===== config.mk =====
export PLATFORM = sky130hd
export DESIGN_NAME = fp_exp_align
export DESIGN_NICKNAME = d
export VERILOG_FILES = /design/src/rtl/fp_exp_align.sv
export SDC_FILE = /design/constraint.sdc
export NUM_CORES = 1
export LEC_CHECK = 0
export ABC_CLOCK_PERIOD_IN_PS = 8550
export CORE_AREA = 2 2 134 136
export DETAILED_ROUTE_END_ITERATION = 10
export DIE_AREA = 0 0 136 138
export GPL_ROUTABILITY_DRIVEN = 0
export PLACE_DENSITY = 0.7
export SLEW_MARGIN = 20
export SYNTH_ARGS = -nofsm -noshare
export SYNTH_HDL_FRONTEND = slang
export SYNTH_SLANG_ARGS = --single-unit
export TNS_END_PERCENT = 30

===== constraint.sdc =====
create_clock -name i_clk -period 8.55 [get_ports i_clk]
set_clock_uncertainty 0.1 [all_clocks]
set_input_delay 1.71 -clock i_clk [delete_from_list [all_inputs] [get_ports i_clk]]
set_output_delay 1.71 -clock i_clk [all_outputs]
set_load 0.02 [all_outputs]

===== src/rtl/fp_exp_align.sv =====
// Exponent-compare and operand-routing stage ahead of the FPU mantissa alignment shifter.
// Two-stage valid/ready pipeline: unpack/classify, then order by magnitude and clamp the exponent difference.
module fp_exp_align #(
  parameter int unsigned CLAMP = 31
) (
  input  logic        i_clk,
  input  logic        i_rst,
  input  logic [31:0] i_a,
  input  logic [31:0] i_b,
  input  logic        i_in_valid,
  output logic        o_in_ready,
  output logic        o_out_valid,
  input  logic        i_out_ready,
  output logic [23:0] o_mant_big,
  output logic [23:0] o_mant_small,
  output logic [7:0]  o_exp_diff,
  output logic [7:0]  o_exp_big,
  output logic        o_sign_big,
  output logic        o_sign_small,
  output logic        o_swap,
  output logic        o_is_nan,
  output logic        o_is_inf,
  output logic        o_is_zero
);

  localparam int unsigned EXP_W  = 8;
  localparam int unsigned MANT_W = 24;
  localparam int unsigned DIFF_W = 9;
  localparam logic signed [9:0] CLAMP_POS = 10'(CLAMP);
  localparam logic signed [9:0] CLAMP_NEG = -CLAMP_POS;

  typedef enum logic [2:0] {
    CLS_ZERO, CLS_DENORM, CLS_NORMAL, CLS_INF, CLS_NAN
  } cls_e;

  function automatic cls_e classify(input logic [7:0] e, input logic [22:0] f);
    if (e == 8'd0)        return (f == 23'd0) ? CLS_ZERO : CLS_DENORM;
    else if (e == 8'hFF)  return (f == 23'd0) ? CLS_INF : CLS_NAN;
    else                  return CLS_NORMAL;
  endfunction

  // Stage 1 state
  logic              r_s1_valid;
  logic              r_s1_sign_a, r_s1_sign_b;
  logic [EXP_W-1:0]  r_s1_exp_a, r_s1_exp_b;
  logic [MANT_W-1:0] r_s1_mant_a, r_s1_mant_b;
  cls_e              r_s1_cls_a, r_s1_cls_b;
  logic [DIFF_W-1:0] r_s1_diff;

  // Stage 2 state (drives the outputs)
  logic              r_s2_valid;
  logic [MANT_W-1:0] r_mant_big, r_mant_small;
  logic [EXP_W-1:0]  r_exp_diff, r_exp_big;
  logic              r_sign_big, r_sign_small, r_swap;
  logic              r_is_nan, r_is_inf, r_is_zero;

  logic              w_s1_load, w_s2_load;
  logic [EXP_W-1:0]  w_exp_a, w_exp_b;
  logic [MANT_W-1:0] w_mant_a, w_mant_b;
  logic [DIFF_W-1:0] w_diff;
  logic signed [9:0] w_diff_ext;
  logic [EXP_W-1:0]  w_exp_diff;
  logic              w_swap, w_nan, w_inf, w_zero;

  // A stage loads when empty or when its contents move forward this cycle
  always_comb begin
    w_s2_load  = !r_s2_valid || i_out_ready;
    w_s1_load  = !r_s1_valid || w_s2_load;
    o_in_ready = w_s1_load;
  end

  // Unpack: denormals use effective exponent 1 with a zero hidden bit
  always_comb begin
    w_exp_a  = (i_a[30:23] == 8'd0) ? 8'd1 : i_a[30:23];
    w_exp_b  = (i_b[30:23] == 8'd0) ? 8'd1 : i_b[30:23];
    w_mant_a = {(i_a[30:23] != 8'd0), i_a[22:0]};
    w_mant_b = {(i_b[30:23] != 8'd0), i_b[22:0]};
    w_diff   = DIFF_W'(w_exp_a) - DIFF_W'(w_exp_b);
  end

  // Magnitude ordering, saturated signed difference and special-case flags
  always_comb begin
    w_swap     = (r_s1_exp_b > r_s1_exp_a) ||
                 ((r_s1_exp_b == r_s1_exp_a) && (r_s1_mant_b > r_s1_mant_a));
    w_diff_ext = {r_s1_diff[DIFF_W-1], r_s1_diff};
    w_exp_diff = r_s1_diff[EXP_W-1:0];
    if (w_diff_ext > CLAMP_POS)      w_exp_diff = CLAMP_POS[EXP_W-1:0];
    else if (w_diff_ext < CLAMP_NEG) w_exp_diff = CLAMP_NEG[EXP_W-1:0];
    w_nan  = (r_s1_cls_a == CLS_NAN) || (r_s1_cls_b == CLS_NAN) ||
             ((r_s1_cls_a == CLS_INF) && (r_s1_cls_b == CLS_INF) && (r_s1_sign_a != r_s1_sign_b));
    w_inf  = !w_nan && ((r_s1_cls_a == CLS_INF) || (r_s1_cls_b == CLS_INF));
    w_zero = (r_s1_cls_a == CLS_ZERO) && (r_s1_cls_b == CLS_ZERO);
  end

  always_ff @(posedge i_clk) begin
    if (i_rst) begin
      r_s1_valid   <= 1'b0;
      r_s1_sign_a  <= 1'b0;
      r_s1_sign_b  <= 1'b0;
      r_s1_exp_a   <= '0;
      r_s1_exp_b   <= '0;
      r_s1_mant_a  <= '0;
      r_s1_mant_b  <= '0;
      r_s1_cls_a   <= CLS_ZERO;
      r_s1_cls_b   <= CLS_ZERO;
      r_s1_diff    <= '0;
      r_s2_valid   <= 1'b0;
      r_mant_big   <= '0;
      r_mant_small <= '0;
      r_exp_diff   <= '0;
      r_exp_big    <= '0;
      r_sign_big   <= 1'b0;
      r_sign_small <= 1'b0;
      r_swap       <= 1'b0;
      r_is_nan     <= 1'b0;
      r_is_inf     <= 1'b0;
      r_is_zero    <= 1'b0;
    end else begin
      if (w_s1_load) begin
        r_s1_valid <= i_in_valid;
        if (i_in_valid) begin
          r_s1_sign_a <= i_a[31];
          r_s1_sign_b <= i_b[31];
          r_s1_exp_a  <= w_exp_a;
          r_s1_exp_b  <= w_exp_b;
          r_s1_mant_a <= w_mant_a;
          r_s1_mant_b <= w_mant_b;
          r_s1_cls_a  <= classify(i_a[30:23], i_a[22:0]);
          r_s1_cls_b  <= classify(i_b[30:23], i_b[22:0]);
          r_s1_diff   <= w_diff;
        end
      end
      if (w_s2_load) begin
        r_s2_valid <= r_s1_valid;
        if (r_s1_valid) begin
          r_swap       <= w_swap;
          r_mant_big   <= w_swap ? r_s1_mant_b : r_s1_mant_a;
          r_mant_small <= w_swap ? r_s1_mant_a : r_s1_mant_b;
          r_exp_big    <= w_swap ? r_s1_exp_b  : r_s1_exp_a;
          r_sign_big   <= w_swap ? r_s1_sign_b : r_s1_sign_a;
          r_sign_small <= w_swap ? r_s1_sign_a : r_s1_sign_b;
          r_exp_diff   <= w_exp_diff;
          r_is_nan     <= w_nan;
          r_is_inf     <= w_inf;
          r_is_zero    <= w_zero;
        end
      end
    end
  end

  always_comb begin
    o_out_valid  = r_s2_valid;
    o_mant_big   = r_mant_big;
    o_mant_small = r_mant_small;
    o_exp_diff   = r_exp_diff;
    o_exp_big    = r_exp_big;
    o_sign_big   = r_sign_big;
    o_sign_small = r_sign_small;
    o_swap       = r_swap;
    o_is_nan     = r_is_nan;
    o_is_inf     = r_is_inf;
    o_is_zero    = r_is_zero;
  end

endmodule

# --- Word-level counts from Yosys, hierarchy flattened ---
# Cells that the tools add are included.
totals:
  register_bits: 153
  inputBits: 68
  out_inout_bits: 72
  elab_cells: 75
classes:
  n_addsub: 1
  n_lt_le_gt_ge: 4
  eq_ne: 8
  n_mux: 17
  reduce_logical: 24
ops:
  columns: ["operator", "n"]
  rows:
  - ["24-bit 2-to-1 mux", 2]
  - ["23-bit zero test", 2]
  - ["8-bit 2-to-1 mux", 5]
  - ["24-bit greater-than comparator", 1]
  - ["3-bit 2-to-1 mux", 6]
  - ["8-bit == test (second input constant)", 2]
  - ["8-bit zero test", 2]
  - ["8-bit nonzero test", 2]
  - ["9-bit by 6-bit greater-than comparator with 1-bit output (second input constant)", 1]
  - ["9-bit by 6-bit < comparator with 1-bit output (second input constant)", 1]
  - ["8-bit by 8-bit subtractor with 9-bit output", 1]
  - ["8-bit == test", 1]
  - ["8-bit greater-than comparator", 1]
  - ["3-bit by 2-bit == test with 1-bit output (second input constant)", 2]
  - ["3-bit == test (second input constant)", 2]
  - ["3-bit zero test", 2]
  - ["1-bit logical OR", 6]
  - ["1-bit logical AND", 5]
  - ["1-bit 2-to-1 mux", 4]
  - ["2-bit AND reduction", 2]
  - ["1-bit zero test", 3]
  - ["1-bit inequality test", 1]

# --- Depth between registers and ports, before layout ---
# Gate-level depths: netlist (run 1).
depth:
  word_depth: 6
  mapped_depth: 12
  mapped_depth_nobuf: 12

# --- Worst setup path after synthesis (run 1) ---
# OpenSTA, ideal clock, no wires.
synth_timing:
  path_type: "input -> register"
  startpoint: "in i_a[24]"
  endpoint: "reg r_s1_diff[6]"
  setup_time_ns: 0.101
  t_arrival_ns: 3.867
  required_ns: 8.349
  path_slack_ns: 4.482
  path_stages: 11
  n_path_buf: 0
  cell_sequence: "or4_1 -> nor2_1 -> nor2_1 -> ha_1 -> fa_1 -> nor2b_1 -> o21ai_0 -> a21oi_1 -> o21a_1 -> nor3_1 -> o41ai_1"
synth_between:
  elab_chain_cells: 3
synth_lines:
  columns: ["item", "line", "rtl"]
  rows:
  - ["from (decl)", "8", "input logic [31:0] i_a,"]
  - ["8-bit zero test", "74", "w_exp_a = (i_a[30:23] == 8'd0) ? 8'd1 : i_a[30:23];"]
  - ["8-bit 2-to-1 mux (*)", "74", null]
  - ["8-bit by 8-bit subtractor with 9-bit output (*)", "78", "w_diff = DIFF_W'(w_exp_a) - DIFF_W'(w_exp_b);"]
  - ["to (signal assigned)", "130", "r_s1_diff <= w_diff;"]
  - ["to (decl)", "48", "logic [DIFF_W-1:0] r_s1_diff;"]
# Mark *: on every way between the ends. The rest lies on a longest branch, timed or not.
# A chain may end at the register's enable or synchronous reset.

# --- Final worst setup path (run 1) ---
layout_timing:
  startpoint: "in i_out_ready"
  endpoint: "out o_in_ready"
layout_between:
  elab_chain_cells: 2
layout_lines:
  columns: ["item", "line", "rtl"]
  rows:
  - ["from (decl)", "13", "input logic i_out_ready,"]
  - ["1-bit logical OR", "67", "w_s2_load = !r_s2_valid || i_out_ready;"]
  - ["1-bit logical OR", "68", "w_s1_load = !r_s1_valid || w_s2_load;"]
  - ["to (decl)", "11", "output logic o_in_ready,"]
# No other way between the ends.

==> metrics.md, run 1 <==
| Metric | Value |
|---|---|
| Global-route wire length before repair | `around 36000 um` |
| Postcts setup bufs | `0` |
| CTS tree | `built` |
| Setup TNS after final layout | `0 ns` |
| Post-DP HPWL | `15200 um` |
| Slowest cell on the critical path | `clkdlybuf4s50_1` |
| Fill cell count | `1646` |
| Seq cells post-synth | `~150` |
| Min-delay src | `r_s1_exp_a[3]$_SDFFE_PP0P_` |
| Hold WC Path Type | `reg -> reg` |
| Antenna Cells | `0` |
| Net Switching | `603 uW` |
| Reg2reg start | `r_s1_mant_a[17]$_SDFFE_PP0P_` |
| Gr usage total | `24.1%` |
| Critical Path Source | `i_out_ready` |
| Vias in the first global route | `slightly below 7000` |
| First-pass DRT Iterations | `5` |
| Net count after synthesis | `between 1000 and 1500` |
| Slew headroom | `between 20% and 30%` |
| Critical path type | `in -> out` |
| Final hold vios | `0` |
| Iter 0 DRT Violations | `between 500 and 600` |
| Switch share | `around a third` |
| Mean routed wirelength per cell | `about 18 um` |
| Sequential share of the synthesized area | `39.7%` |
| Die W | `~140 um` |
| Startpoint Class | `input port` |
| Seq pwr share | `about two fifths` |
| Crit path cell chain | `clkdlybuf4s50_1 > nor2b_1 > nand2_1 > clkdlybuf4s50_1` |
| Logic pwr share | `23.1%` |
| Critical path arrival | `~3.3 ns` |
| Endpoints failing setup | `0` |
| CTS clock-pin slew for the worst setup and hold paths | `approximately 0.060 ns` |
| Avg Cell Area, Syn | `8.11 um^2` |
| Syn Inst Count | `951` |
| Hold_ws | `~0.35 ns` |
| Maximum vdd drop | `0.000152 V` |
| CP Buf/Inv Count | `2` |
| Number of synthesized flops with an enable pin | `0` |
| Global route overflow | `0` |
| Max-Cap Viols | `0` |
| Final nets | `around 1100` |
| CTS H-tree lvls | `4` |
| Clock root buffer | `clkbuf_16` |
| Vias post-DR | `7365` |
| DR DRC count | `0` |
| Clock sink count | `between 150 and 200` |
| Die ar. | `18800 um^2` |
| Fmax | `just under 200 MHz` |
| Clock Path Buffers | `2` |
| Crit end category | `output port` |
| Crit path largest cell delay | `0.57 ns` |
| Mapped Area | `about 7700 um^2` |
| Vias per cell | `5.76` |
| Hold_buf cts | `0` |
| Power per Cell Area | `around 200 nW/um^2` |
| Leak | `approximately 0.0035 uW` |
| Share of synthesized registers carrying an async set or reset | `0%` |
| Worst-Margin Slew | `1.07 ns` |
| Antenna-violating nets left | `0` |
| Input/output buffers | `roughly 140` |
| Final instance area | `9710 um^2` |
| Unrepaired setup endpoints after global routing | `no` |
| Outcome | `finished clean` |
| Dpl cell area | `approximately 9200 um^2` |
| Core ar. | `about 18000 um^2` |
| Post-CTS Resized | `0` |
| # rows | `approximately 50` |
| Synthesis-to-layout area growth | `25.8%` |
| Clk Latency, worst-skew pair | `about 0.43 ns` |
| Top_reg_cell synth | `dfxtp_1` |
| Cell Int Power | `1320 uW` |
| DIE HEIGHT | `roughly 140 um` |
| CP Data Required Time | `6.74 ns` |
| Fin. max-slew vios | `0` |
| CP top delay family | `buffers and inverters` |
| Final Critical Period | `about 5.1 ns` |
| Clock power frac | `around a third` |
| Critical path fanouts, max | `5` |
| Cts bufs inserted | `17` |
| Share of cells above drive strength 1 | `approximately 7.6%` |
| Period utilization | `around 60%` |
| Initial antenna violation count | `0` |
| Worst path most repeated cell | `clkdlybuf4s50_1` |
| Initial Util | `around 44%` |
| Final wirelength | `22600 um` |
| Number of I/O pins | `140` |
| Pin count of the biggest net entering global routing | `92` |
| Yosys warnings | `0` |
| Number of distinct library cells after synthesis | `53` |
-- cell families after synthesis --
group | count (synthesis) | share of synthesized area (%)
buffers and inverters | 129 | 6.94
adder cells (fa/ha/maj) | 41 | 6.75
flip-flops | 153 | 39.7
XOR/XNOR | 1 | 0.114
AND/OR/NAND/NOR | 380 | 21.9
AO/OA/AOI/OAI | 245 | 24.4
multiplexers | 2 | 0.259
-- sequential cells by signal, indices dropped and copies added (netlist names), 3 cells and up --
signal	flops
o_exp_diff	8
r_s1_mant_b	24
r_s1_exp_b	8
r_s1_diff	9
o_mant_big	24
r_s1_exp_a	8
r_s1_cls_b	3
o_exp_big	8
r_s1_mant_a	24
r_s1_cls_a	3
o_mant_small	24
-- per-stage QoR --
| stage | power [uW] | utilization, % | setup slack (ns) | instances |
|---|---|---|---|---|
| 2_1_floorplan | 1090 | - | 4.48 | 951 |
| 3_3_place_gp | 1250 | 52.2 | 3.47 | 1247 |
| 3_5_place_dp | 1250 | 52.2 | 3.45 | 1247 |
| 4_1_cts | 1930 | 55.2 | 3.44 | 1278 |
| 5_1_grt | 2000 | 55.4 | 3.33 | 1279 |
| 6_report | 1920 | 55.4 | 3.44 | 1279 |
-- final timing paths --
| kind | end | slack [ns] | cells past startpoint |
|---|---|---|---|
| worst max-delay path | o_in_ready | 3.44 | 4 |
| worst min-delay path | r_s1_exp_a[3]$_SDFFE_PP0P_ | 0.35 | 2 |
| worst max register to register | o_mant_big[1]$_SDFFE_PP0P_ | 4.78 | 8 |
| worst min register to register | r_s1_exp_a[3]$_SDFFE_PP0P_ | 0.35 | 2 |
-- cell usage after synthesis (8+ instances only) --
| library cell | n | area share (%) |
|---|---|---|
| a311oi_1 | 39 | 4.4 |
| nor2_1 | 115 | 5.6 |
| inv_1 | 46 | 2.2 |
| dfxtp_1 | 153 | 40 |
| clkbuf_1 | 66 | 3.2 |
| ha_1 | 40 | 6.5 |
| a2111oi_2 | 22 | 4.3 |
| nand4_1 | 16 | 1.3 |
| a21oi_1 | 99 | 6.4 |
| nor4_1 | 35 | 2.8 |
| a2111oi_1 | 27 | 3.5 |
| nand2_1 | 170 | 8.3 |
| o21ai_0 | 13 | 0.84 |
| nor3_1 | 9 | 0.58 |
| a211oi_1 | 8 | 0.78 |
-- layout by cell type, fill, tap and decap left out, types with 17 or more instances in the layout --
cell             synthesis  final
clkbuf_16                0     17
dfxtp_1                153    153
nor4_1                  35     35
nand2_1                170    169
nor2_1                 115    115
a311oi_1                39     39
a2111oi_2               22     22
clkdlybuf4s50_1          0    138
a21oi_1                 99     98
inv_1                   46     46
ha_1                    40     40
a2111oi_1               27     27
-- power groups by stage --
stage / logic [uW] / clock network [uW] / registers (uW)
4_1_cts: 440 / 686 / 802
5_1_grt: 481 / 712 / 808
6_report: 443 / 674 / 802
2_1_floorplan: 243 / 0 / 842
3_5_place_dp: 438 / 0 / 817
3_3_place_gp: 435 / 0 / 816
-- final cells by class --
cell class | count | area [um^2] | area share, %
multi-input cells | 669 | 4170 | 42.9
flip-flops and latches | 153 | 3060 | 31.5
repair buffers | 151 | 1500 | 15.4
clock buffers | 20 | 447 | 4.60
well taps | 229 | 287 | 2.95
inverters | 46 | 173 | 1.78
clock inverters | 11 | 76.3 | 0.786
-- layer usage --
| layer | vias up | GRT usage (%) | wire length [um] | share of wire [%] |
|---|---|---|---|---|
| met5 | - | 0 | 0 | 0 |
| met4 | 0 | 6.96 | 314 | 1.4 |
| met3 | 25 | 5.72 | 1600 | 7.1 |
| met2 | 247 | 38.3 | 10600 | 47 |
| met1 | 3497 | 32.5 | 10200 | 45 |
| li1 | 3596 | - | - | - |
-- worst reg2reg max path, stage by stage, from the launching register on --
cell and delay, ns:
dfxtp_1 0.37, inv_1 0.09, ha_1 0.31, nand4_1 0.20, or4b_4 0.57, o31ai_4 0.23, a31o_2 0.71, nand3_4 0.56
a2111oi_1 0.51
No activity file was read; power rests on OpenSTA's default activity.
==> inputs of run 2 (changes only) <==
--- a/config.mk
+++ b/config.mk
@@ -5,7 +5,7 @@
 export SDC_FILE = /design/constraint.sdc
 export NUM_CORES = 1
 export LEC_CHECK = 0
-export ABC_CLOCK_PERIOD_IN_PS = 8550
+export ABC_CLOCK_PERIOD_IN_PS = 5000
 export CORE_AREA = 2 2 134 136
 export DETAILED_ROUTE_END_ITERATION = 10
 export DIE_AREA = 0 0 136 138
==> constraint.sdc (replaced) <==
create_clock -name i_clk -period 5 [get_ports i_clk]
set_clock_uncertainty 0.1 [all_clocks]
set_input_delay 1 -clock i_clk [delete_from_list [all_inputs] [get_ports i_clk]]
set_output_delay 1 -clock i_clk [all_outputs]
set_load 0.02 [all_outputs]
==> run 2 against run 1 <==
  * Flip-flop and latch count stayed put
  * Count of clock-buffer cells in the layout is 1 higher
  * Combinational power is 71% higher
  * Worst setup slack worse by 2.1 ns
  * Cell count is 0.39% higher
  * Clock power is 82% higher
==> metrics.md, run 2 (same netlist as run 1, synthesis figures left out) <==
| Metric | Value |
|---|---|
| Outcome | `finished clean (unchanged)` |
| Fmax | `270 MHz` |
| Synthesis-to-layout area growth | `26.7% (was 25.8%)` |
| Cts bufs inserted | `17 (unchanged)` |
| Final nets | `1152 (was 1147)` |
| Vias per cell | `5.78 (was 5.76)` |
| DIE HEIGHT | `138 um (unchanged)` |
| CP top delay family | `simple AND/OR/NAND/NOR gates (was buffers and inverters)` |
| First-pass DRT Iterations | `5 (unchanged)` |
| Final Critical Period | `about 3.7 ns` |
| Postcts setup bufs | `0 (unchanged)` |
| Clock root buffer | `clkbuf_16 (unchanged)` |
| CTS H-tree lvls | `4 (unchanged)` |
| Top Layer Used | `met4 (unchanged)` |
| DR DRC count | `0 (unchanged)` |
| Critical path type | `in -> reg (was in -> out)` |
| Hold WC Path Type | `reg -> reg (unchanged)` |
| Worst path most repeated cell | `nor2_1 (was clkdlybuf4s50_1)` |
| Critical path fanouts, max | `5 (unchanged)` |
| # rows | `49 (unchanged)` |
| Cell Int Power | `2320 uW (was 1320 uW)` |
| Clk Latency, worst-skew pair | `0.43 ns (about the same)` |
| Final hold vios | `0 (unchanged)` |
| Endpoints failing setup | `0 (unchanged)` |
| Unrepaired setup endpoints after global routing | `no (unchanged)` |
| Wl on met1 | `10000 um (was 10200 um)` |
| Slew headroom | `34.3% (was 28.5%)` |
| Fin. max-slew vios | `0 (unchanged)` |
| Pin count of the biggest net entering global routing | `93 (was 92)` |
| Vias in the first global route | `6979 (was 6937)` |
| Clock sink count | `153 (unchanged)` |
| Seq pwr share | `40.9% (was 41.8%)` |
| Leak | `0.00353 uW (was 0.00349 uW)` |
| CTS clock-pin slew for the worst setup and hold paths | `0.06 ns (about the same)` |
| CP Data Required Time | `5.22 ns (was 6.74 ns)` |
| Vias post-DR | `7424 (was 7365)` |
| Clock Path Buffers | `2 (unchanged)` |
| Initial Util | `44.0% (unchanged)` |
| Period utilization | `between 70% and 80%` |
| Most frequent cells in the layout | `nand2_1 (169), dfxtp_1 (153), clkdlybuf4s50_1 (138) (unchanged)` |
| Antenna Cells | `0 (unchanged)` |
| Routed met2 length | `10500 um (was 10600 um)` |
| Mean routed wirelength per cell | `17.8 um (was 17.7 um)` |
| Global-route wire length before repair | `35900 um (was 36000 um)` |
| Gr usage total | `24.0% (was 24.1%)` |
| Post-CTS Resized | `0 (unchanged)` |
| Core ar. | `17500 um^2 (unchanged)` |
| Crit path cell chain | `clkdlybuf4s50_1 > or4_1 > nor2_1 > nor2_1 > ha_1 > fa_1 > nor2b_1 > o21ai_0 > a21oi_1 > o21a_1 > nor3_1 > o41ai_1 (was clkdlybuf4s50_1 > nor2b_1 > nand2_1 > clkdlybuf4s50_1)` |
| Setup TNS after final layout | `0 ns (unchanged)` |
| Share of cells above drive strength 1 | `8.06% (was 7.62%)` |
| Dpl cell area | `9220 um^2 (was 9160 um^2)` |
| Die W | `136 um (unchanged)` |
| Initial antenna violation count | `0 (unchanged)` |
| Net Switching | `1040 uW (was 603 uW)` |
| Die ar. | `18800 um^2 (unchanged)` |
| Worst-Margin Slew | `0.985 ns (was 1.07 ns)` |
| Startpoint Class | `input port (unchanged)` |
| Slowest cell on the critical path | `or4_1 (was clkdlybuf4s50_1)` |
| Final instance area | `9770 um^2 (was 9710 um^2)` |
| Critical path arrival | `3.92 ns (was 3.30 ns)` |
| Clock power frac | `36.5% (was 35.1%)` |
| CTS tree | `built (unchanged)` |
| Crit path largest cell delay | `0.55 ns (was 0.57 ns)` |
| Antenna-violating nets left | `0 (unchanged)` |
| Max-Cap Viols | `0 (unchanged)` |
| Number of I/O pins | `140 (unchanged)` |
| Input/output buffers | `139 (unchanged)` |
| Hold_buf cts | `0 (unchanged)` |
| Crit end category | `flop (was output port)` |
| Metal3 WL | `1830 um (was 1600 um)` |
| Post-DP HPWL | `15600 um (was 15200 um)` |
| Switch share | `30.9% (was 31.4%)` |
| Global route overflow | `0 (unchanged)` |
| Final wirelength | `22900 um (was 22600 um)` |
| Power per Cell Area | `344 nW/um^2 (was 198 nW/um^2)` |
| Commonest non-fill, non-tap cell in the layout | `nand2_1 (unchanged)` |
| Logic pwr share | `22.6% (was 23.1%)` |
| Maximum vdd drop | `0.000289 V (was 0.000152 V)` |
| Iter 0 DRT Violations | `512 (was 565)` |
| CP Buf/Inv Count | `1 (was 2)` |
| Fill cell count | `1631 (was 1646)` |
-- run 2: stage by stage --
stage          hold WS [ns]  power, uW  instances  setup WS, ns  utilization, %
2_1_floorplan         0.336       1860        951          1.64               -
3_3_place_gp          0.342       2150       1253         0.975            52.6
3_5_place_dp          0.347       2150       1253         0.876            52.6
4_1_cts               0.355       3380       1284          1.30            55.7
5_1_grt               0.374       3490       1284          1.01            55.7
6_report              0.355       3360       1284          1.30            55.7
-- run 2: power by group through the flow --
stage | logic [uW] | registers (uW) | clock network (uW)
floorplan | 415 | 1440 | 0
global placement | 748 | 1400 | 0
detailed placement | 753 | 1400 | 0
CTS | 758 | 1370 | 1240
global route | 820 | 1380 | 1290
finish | 759 | 1370 | 1230
-- run 2: final timing paths --
check / startpoint / slack [ns] / endpoint / cells after the start
min reg2reg: r_s1_exp_a[5]$_SDFFE_PP0P_ / 0.35 / r_s1_exp_a[5]$_SDFFE_PP0P_ / 2
min: r_s1_exp_a[5]$_SDFFE_PP0P_ / 0.35 / r_s1_exp_a[5]$_SDFFE_PP0P_ / 2
max reg2reg: r_s1_exp_a[6]$_SDFFE_PP0P_ / 1.59 / o_mant_small[23]$_SDFFE_PP0P_ / 10
max: i_a[24] / 1.30 / r_s1_diff[6]$_SDFFE_PP0P_ / 12
-- run 2: final cells by class --
type,instances,area [um^2],area share (%)
multi-input cells,669,4170,42.6
flip-flops and latches,153,3060,31.3
repair buffers,156,1530,15.6
clock buffers,21,460,4.71
well taps,229,287,2.93
inverters,46,173,1.77
clock inverters,10,96.3,0.986
-- run 2: worst register-to-register path, cell delays in order (launching register included) --
cell	delay [ns]
dfxtp_1	0.32
inv_1	0.06
ha_1	0.32
nand4_1	0.14
nor2_1	0.49
inv_1	0.18
o31a_1	0.14
buf_4	0.25
nor3_4	0.68
buf_4	0.41
a2111oi_0	0.16
-- run 2: layer usage --
layer / GRT usage [%] / vias to the layer above
met5: 0 / -
met4: 9.05 / 0
met3: 5.76 / 42
met2: 37.5 / 294
met1: 32.0 / 3489
li1: - / 3599
